--- config.mk ---
export PLATFORM = sky130hd
export DESIGN_NAME = da_fir_sequencer_flat
export DESIGN_NICKNAME = d
export VERILOG_FILES = /design/src/rtl/da_fir_if.sv /design/src/rtl/da_fir_sequencer.sv /design/src/flat_wrapper.sv
export SDC_FILE = /design/constraint.sdc
export NUM_CORES = 1
export LEC_CHECK = 0
export ABC_AREA = 1
export BUFFER_PORTS_ARGS = -buffer_cell sky130_fd_sc_hd__buf_2
export CAP_MARGIN = 15
export CORE_MARGIN = 2
export CORE_UTILIZATION = 60
export DETAILED_ROUTE_END_ITERATION = 6
export PLACE_DENSITY = 0.94
export SYNTH_ARGS = -nofsm -noshare
export SYNTH_HDL_FRONTEND = slang
export SYNTH_SLANG_ARGS = --single-unit
--- constraint.sdc ---
create_clock -name clk -period 3.9 [get_ports clk]
set_input_delay 0.195 -clock clk [delete_from_list [all_inputs] [get_ports clk]]
set_output_delay 0.195 -clock clk [all_outputs]
set_load 0.05 [all_outputs]
--- src/rtl/da_fir_if.sv ---
// da_fir_if: sample/result handshakes and subfilter control for da_fir_sequencer (y_round present only with DA_SEQ_ROUND_EN).
interface da_fir_if #(
  parameter int word_width = 16,
  parameter int ACC_W = 2*word_width+1
);
  logic                  x_in_valid;
  logic [word_width-1:0] x_in;
  logic                  x_in_ready;
  logic                  x_we;
  logic [word_width-1:0] x;
  logic                  en;
  logic                  Ts;
  logic [word_width-1:0] rom_data;
  logic [ACC_W-1:0]      y_out;
  logic                  y_valid;
  logic                  y_ready;
`ifdef DA_SEQ_ROUND_EN
  logic [word_width-1:0] y_round;
  modport slave (
    input  x_in_valid, x_in, rom_data, y_ready,
    output x_in_ready, x_we, x, en, Ts, y_out, y_valid, y_round
  );
  modport master (
    output x_in_valid, x_in, rom_data, y_ready,
    input  x_in_ready, x_we, x, en, Ts, y_out, y_valid, y_round
  );
`else
  modport slave (
    input  x_in_valid, x_in, rom_data, y_ready,
    output x_in_ready, x_we, x, en, Ts, y_out, y_valid
  );
  modport master (
    output x_in_valid, x_in, rom_data, y_ready,
    input  x_in_ready, x_we, x, en, Ts, y_out, y_valid
  );
`endif
endinterface

--- src/rtl/da_fir_sequencer.sv ---
// da_fir_sequencer: bit-serial DA FIR sequencer and scaling accumulator; DA_SEQ_ROUND_EN adds saturated rounded output y_round.
module da_fir_sequencer #(
  parameter int word_width = 16,
  parameter int ACC_W = 2*word_width+1
`ifdef DA_SEQ_ROUND_EN
  , parameter int FRAC_BITS = word_width-1
`endif
) (
  input logic clk,
  input logic rst,
  da_fir_if.slave bus
);
  typedef enum logic [1:0] {IDLE, LOAD, RUN, DONE} state_t;
  localparam int CW = $clog2(word_width);
  localparam logic [CW-1:0] K_LAST = CW'(word_width-1);
  localparam logic [CW-1:0] K_PEN = CW'(word_width-2);
  state_t                   r_state;
  logic [CW-1:0]            r_cnt;
  logic signed [ACC_W-1:0]  r_acc, r_y, w_term, w_acc_next;
  logic [word_width-1:0]    r_x;
  logic                     r_rdy, r_we, r_en, r_ts, r_yv;
  // Sign-bit slice carries negative weight, so its ROM word is subtracted.
  always_comb begin
    w_term = {{(ACC_W-word_width){bus.rom_data[word_width-1]}}, bus.rom_data} << (word_width-1);
    w_acc_next = (r_cnt == K_LAST) ? (r_acc >>> 1) - w_term : (r_acc >>> 1) + w_term;
  end
`ifdef DA_SEQ_ROUND_EN
  logic signed [ACC_W-1:0]  w_sum, w_sh;
  logic                     w_ovf;
  logic [word_width-1:0]    w_rnd, r_round;
  always_comb begin
    w_sum = w_acc_next + (ACC_W'(1) << (FRAC_BITS-1));
    w_sh = w_sum >>> FRAC_BITS;
    w_ovf = w_sh[ACC_W-1:word_width-1] != {(ACC_W-word_width+1){w_sh[ACC_W-1]}};
    w_rnd = w_ovf ? {w_sh[ACC_W-1], {(word_width-1){~w_sh[ACC_W-1]}}} : w_sh[word_width-1:0];
  end
  always_ff @(posedge clk)
    if (rst) r_round <= '0;
    else if (r_state == RUN && r_cnt == K_LAST) r_round <= w_rnd;
  assign bus.y_round = r_round;
`endif
  always_ff @(posedge clk) begin
    if (rst) begin
      r_state <= IDLE;
      r_cnt <= '0;
      r_acc <= '0;
      r_y <= '0;
      r_x <= '0;
      r_rdy <= 1'b1;
      r_we <= 1'b0;
      r_en <= 1'b0;
      r_ts <= 1'b0;
      r_yv <= 1'b0;
    end else begin
      case (r_state)
        IDLE: if (bus.x_in_valid && r_rdy) begin
          r_x <= bus.x_in;
          r_acc <= '0;
          r_rdy <= 1'b0;
          r_we <= 1'b1;
          r_state <= LOAD;
        end
        LOAD: begin
          r_we <= 1'b0;
          r_en <= 1'b1;
          r_ts <= 1'b0;
          r_cnt <= '0;
          r_state <= RUN;
        end
        RUN: begin
          r_acc <= w_acc_next;
          if (r_cnt == K_LAST) begin
            r_en <= 1'b0;
            r_ts <= 1'b0;
            r_y <= w_acc_next;
            r_yv <= 1'b1;
            r_state <= DONE;
          end else begin
            r_cnt <= r_cnt + 1'b1;
            r_ts <= r_cnt == K_PEN;
          end
        end
        DONE: if (bus.y_ready) begin
          r_yv <= 1'b0;
          r_rdy <= 1'b1;
          r_state <= IDLE;
        end
        default: r_state <= IDLE;
      endcase
    end
  end
  assign bus.x_in_ready = r_rdy;
  assign bus.x_we = r_we;
  assign bus.x = r_x;
  assign bus.en = r_en;
  assign bus.Ts = r_ts;
  assign bus.y_out = r_y;
  assign bus.y_valid = r_yv;
endmodule
--- src/flat_wrapper.sv ---
// flat-port wrapper written by rule: the top's interface ports become plain ports
module da_fir_sequencer_flat 
#(
  parameter int word_width = 16,
  parameter int ACC_W = 2*word_width+1

)
  (clk, rst, bus_x_in_valid, bus_x_in, bus_rom_data, bus_y_ready, bus_x_in_ready, bus_x_we, bus_x, bus_en, bus_Ts, bus_y_out, bus_y_valid);
  da_fir_if #(.word_width(word_width), .ACC_W(ACC_W)) bus_i ();
  input logic clk;
  input logic rst;
  input wire logic [$bits(bus_i.x_in_valid)-1:0] bus_x_in_valid;
  input wire logic [$bits(bus_i.x_in)-1:0] bus_x_in;
  input wire logic [$bits(bus_i.rom_data)-1:0] bus_rom_data;
  input wire logic [$bits(bus_i.y_ready)-1:0] bus_y_ready;
  output wire logic [$bits(bus_i.x_in_ready)-1:0] bus_x_in_ready;
  output wire logic [$bits(bus_i.x_we)-1:0] bus_x_we;
  output wire logic [$bits(bus_i.x)-1:0] bus_x;
  output wire logic [$bits(bus_i.en)-1:0] bus_en;
  output wire logic [$bits(bus_i.Ts)-1:0] bus_Ts;
  output wire logic [$bits(bus_i.y_out)-1:0] bus_y_out;
  output wire logic [$bits(bus_i.y_valid)-1:0] bus_y_valid;
  assign bus_i.x_in_valid = bus_x_in_valid;
  assign bus_i.x_in = bus_x_in;
  assign bus_i.rom_data = bus_rom_data;
  assign bus_i.y_ready = bus_y_ready;
  assign bus_x_in_ready = bus_i.x_in_ready;
  assign bus_x_we = bus_i.x_we;
  assign bus_x = bus_i.x;
  assign bus_en = bus_i.en;
  assign bus_Ts = bus_i.Ts;
  assign bus_y_out = bus_i.y_out;
  assign bus_y_valid = bus_i.y_valid;
  da_fir_sequencer #(.word_width(word_width), .ACC_W(ACC_W)) u_core (.clk(clk), .rst(rst), .bus(bus_i));
endmodule
; Yosys cells after proc, flatten, opt, wreduce, memory -nomap -nowiden
; Index checks and enable logic that the tools add are counted.
[word_totals]
inputBits = 36
wordCells = 59
reg_bits = 93
[classes]
addsub = 3
mux = 21
n_eq_ne = 9
reduce_logical = 16
[op_table]
columns = cell, n
row1 = $mux 33, 2
row2 = $pmux 33 s2, 1
row3 = $add 32x31->33, 1
row4 = $sub 32x31->33, 1
row5 = $reduce_and 2->1, 6
row6 = $pmux 1 s2, 5
row7 = $reduce_bool 2->1, 5
row8 = $reduce_and 3->1, 3
row9 = $eq 4x4->1 const B, 2
row10 = $pmux 2 s4, 1
row11 = $pmux 4 s2, 1
row12 = $mux 1, 7
row13 = $mux 2, 3
row14 = $add 4x1->4 const B, 1
row15 = $eq 2x2->1 const B, 2
row16 = $mux 4, 1
row17 = $ne 2x1->1 const B, 2
row18 = $ne 2x2->1 const B, 2
row19 = $eq 2x1->1 const B, 1
row20 = $logic_not 2->1, 1
row21 = $logic_and 1x1->1, 1

; Logic depth before layout (Yosys ltp)
[depth]
ltp_word = 3
depth_mapped = 20
ltp_nobuf = 20

; Worst setup path before layout
; OpenSTA, ideal clock, no wires.
[synth_path]
kind = flip-flop to flip-flop
start = register u_core.r_cnt[1]
end = register u_core.r_acc[24]
setup_ns = 0.132
stages_incl_launch_ff = 16
required_time_ns = 3.768
t_arrival_ns = 2.457
path_buffers = 1
path_slack_ns = 1.310
period_less_slack_ns = 2.590
path_cell_list = dfxtp_1 -> ha_1 -> nand3_4 -> buf_2 -> inv_1 -> a21oi_1 -> xor2_1 -> inv_1 -> ha_1 -> nand2_1 -> inv_1 -> a21oi_1 -> nand3_1 -> or2_2 -> nand3_1 -> a21oi_1
[synth_via]
elab_chain_len = 3
[synth_lines]
columns = item, line
row1 = start: declaration, da_fir_sequencer.sv:18  ; logic [CW-1:0] r_cnt;
row2 = start signal: assignment, da_fir_sequencer.sv:79  ; r_cnt <= r_cnt + 1'b1;
row3 = $eq 4x4->1, da_fir_sequencer.sv:25  ; w_acc_next = (r_cnt == K_LAST) ? (r_acc >>> 1) - w_term : (r_acc >>> 1) + w_term;
row4 = $mux 33, da_fir_sequencer.sv:25
row5 = $pmux 33 s2, da_fir_sequencer.sv:55  ; case (r_state)
row6 = end signal: assignment, da_fir_sequencer.sv:71  ; r_acc <= w_acc_next;
row7 = end: declaration, da_fir_sequencer.sv:19  ; logic signed [ACC_W-1:0] r_acc, r_y, w_term, w_acc_next;
; No other way between the ends.
; A chain may end at the register's enable or synchronous reset.

; Worst setup path after layout
[layout_path]
start = register u_core.r_cnt[1]
end = register u_core.r_acc[31]
; The elaborated chain is that of the path after synthesis.

==> summary.txt <==
Outcome
  • Status: completed

Critical path
  • Worst path most repeated cell: a21oi_1
  • Reg2reg setup slack: 1.04 ns
  • R2r startpoint: u_core.r_cnt[1]
  • WP data required: 4.12 ns
  • WP data arrival: 3.08 ns
  • Reg2Reg Depth: 12
  • Critical path fanouts, max: 15
  • Worst path depth: 12
  • CP Capture Type: flip-flop
  • Reg-to-Reg End: u_core.r_acc[31]
  • CP peak stage delay: 0.39 ns
  • Bufs and invs on worst path: 0
  • Worst Setup Start Kind: flip-flop
  • CP delay by family, top: compound AO/OA/AOI/OAI gates
  • Critical Setup Path Class: flip-flop to flip-flop
  • Critical Path Slowest Stage Cell: dfxtp_1
  • Crit-path cells: ha_1 -> nand3_4 -> o31ai_1 -> o21ai_0 -> xnor2_1 -> ha_1 -> a21oi_1 -> o21ai_0 -> a21oi_1 -> nand3b_1 -> nand3_1 -> a21oi_1

Timing
  • Worst Max-Slew Pin Slew: 1.04 ns
  • Highest clock rate: 350 MHz
  • RSZ-0062 raised after global routing: no
  • Final setup fails: 0
  • Final worst-path cycle share: 73.3%
  • Final hold vios: 0
  • Slew HR: 30.4%
  • Setup_tns: 0 ns
  • Post-route clock skew: 0.0163 ns
  • Crit path time final: 2.86 ns
  • Slew Viols, Final: 0

Power
  • Peak VDD IR: 504 uV
  • Tot Pwr: 0.00283 W
  • Leakage power: 2.58 nW
  • Cell Pwr Density: 528 nW/um^2

Synthesis
  • EDFF count, synth: 0
  • Cell taking the most area after synthesis: dfxtp_1
  • Top post-synthesis cells by area: dfxtp_1 39%, nand2_1 13%, a21oi_1 7.6%
  • Syn_nets: 712
  • Netlist cell types: 41
  • Post-Syn Instances: 650
  • Commonest register cell after synthesis: dfxtp_1
  • Synth top area share: 39.2%
  • Syn Area/Cell: 7.22 sq um
  • Ys async rst share: 0%
  • Seq cells post-synth: 92
  • Sequential share of the synthesized area: 39.2%
  • Cell Area, Synth: 4690 sq um
  • Warnings, synthesis: 0

Route
  • Antenna violation net count after detailed routing: 0
  • Total routed wirelength: 11900 um
  • DR DRC count: 0
  • Wire length per cell: 14.2 um
  • First drt pass iteration count: 4
  • Drt via density: 5.38
  • DRT iter0 DRCs: 222
  • Vias post-DR: 4501

Cells and area
  • Nets: 792
  • Final Cell Area: 5370 sq um
  • Final Util: 70.2%
  • Area of the multi-input gates: 2440 sq um
  • Layout cell share with drive strength beyond 1: 17.0%
  • Synth-to-layout area growth: 14.3%
  • # fillers: 604
  • Most common cell after layout, fill and taps aside: nand2_1
  • Non-filler cells, final: 837
  • Most frequent cells in the layout: 167 x nand2_1, 92 x dfxtp_1, 89 x buf_2, 75 x inv_1, 71 x a21oi_1
  • Ant diodes: 0
  • Reg area: 1840 sq um

Clocking
  • Post-CTS sizing: 0
  • Root Driver: clkbuf_8
  • Hold-fix buffers, CTS: 0
  • CTS tree: yes
  • Clk buf depth: 2
  • Clk sink count: 92
  • H-tree levels: 3
  • Worst-Skew Late Latency: 0.37 ns
  • Clock buffer count from CTS: 9
  • Clock Pin Slew Worst Setup and Hold Paths: 0.11 ns
  • Postcts setup bufs: 0

Min path
  • Worst hold path type: input port to flip-flop
  • Hold Path Depth: 3
  • Hold Path End: u_core.bus.x[0]
  • Hold_sp: bus_x_in[0]

Placement
  • Placed cell count: 821
  • PortBufs: 89
  • Detailed placer's ending HPWL: 8790 um
  • Post-placement cell area: 5180 sq um
  • Final RePlAce weighted congestion: 0.965

Floorplanning
  • Die area: 8550 sq um
  • Height of the die: 92.4 um
  • Num ports: 90
  • Starting density of the core: 61.4%
  • FP Rows: 32
  • Core Footprint: 7650 sq um
  • Chip Width: 92.4 um

GRT
  • First-pass GRT wire length: 19400 um
  • GRT Total Usage: 28.5%
  • Initial antenna violation count: 0
  • Largest net degree at the start of global routing: 43
  • Residual overflow from global routing: 0
  • Vias in the first global route: 4378

Run
  • Max-cap check violation count: 0
## through the flow
step	hold WS [ns]	setup WS [ns]
2_1_floorplan	0.388	1.31
3_3_place_gp	0.430	1.13
3_5_place_dp	0.435	1.06
4_1_cts	0.0817	1.07
5_1_grt	0.102	0.780
6_report	0.0978	1.04
## worst register-to-register path, delay by kind of cell (launching register included)
kind	cells	cell delay, ns
compound gates	6	1.09
fa+ha+maj	2	0.59
flops	1	0.39
xor+xnor	1	0.18
simple gates	3	0.46
## how the worst max path moves through the flow
stage / start / end
finish: u_core.r_cnt[1] / u_core.r_acc[31]
global route: u_core.r_cnt[1] / u_core.r_acc[24]
CTS: u_core.r_cnt[1] / u_core.r_acc[24]
detailed placement: bus_rom_data[0] / u_core.r_acc[32]
floorplan: u_core.r_cnt[1] / u_core.r_acc[24]
global placement: bus_rom_data[0] / u_core.r_acc[32]
## cell usage after synthesis, types with 2 or more instances
cell      instances
nand3_1          44
or2_0             2
a211oi_1          2
and2_1            2
inv_1            75
nand3b_1          5
o21ai_1           5
inv_2             3
or2_2             6
a22o_1           12
buf_2             9
a21oi_1          71
buf_4             3
nand2_1         167
dfxtp_1          92
xnor2_1           6
xor2_1           14
nor3_1            5
o21ai_0          34
clkbuf_1          9
ha_1             25
nor2_1           38
nand4_1           3
## registers in the layout, summed over array words and instances, names as in the netlist
register / flops
u_core.bus.Ts: 1
u_core.bus.en: 1
u_core.bus.x: 16
u_core.bus.x_in_ready: 1
u_core.bus.x_we: 1
u_core.bus.y_out: 33
u_core.bus.y_valid: 1
u_core.r_acc: 32
u_core.r_cnt: 4
u_core.r_state: 2
## per-layer routing
metal	track usage, %	part of all wire, %	up-vias
met5	0	0	-
met4	8.33	1.7	0
met3	5.78	5.3	21
met2	48.9	48	139
met1	36.2	45	2062
li1	-	-	2279
## kinds of logic after synthesis
| family | count (synthesis) | share of synthesized area, % |
|---|---|---|
| compound gates | 133 | 15.9 |
| simple gates | 277 | 25.2 |
| flops | 92 | 39.2 |
| xor+xnor | 20 | 3.73 |
| fa+ha+maj | 26 | 7.09 |
| buf+inv | 102 | 8.82 |
## layout make-up
class	count	share of cell area, %
inverter	79	5.55
timing repair buffer	92	8.72
multi-input combinational	456	45.5
clock buffer	10	2.38
clock inverter	6	1.12
sequential	92	34.3
tap	102	2.38
## power by group
group          internal, W  total (W)  leakage, nW  switching, W
Clock             0.000245   0.000619       0.0878      0.000374
Sequential         0.00105    0.00112        0.746     0.0000684
Combinational     0.000305    0.00109         1.75      0.000787
Total              0.00160    0.00283         2.58       0.00123
(Power assumes the default switching activity.)
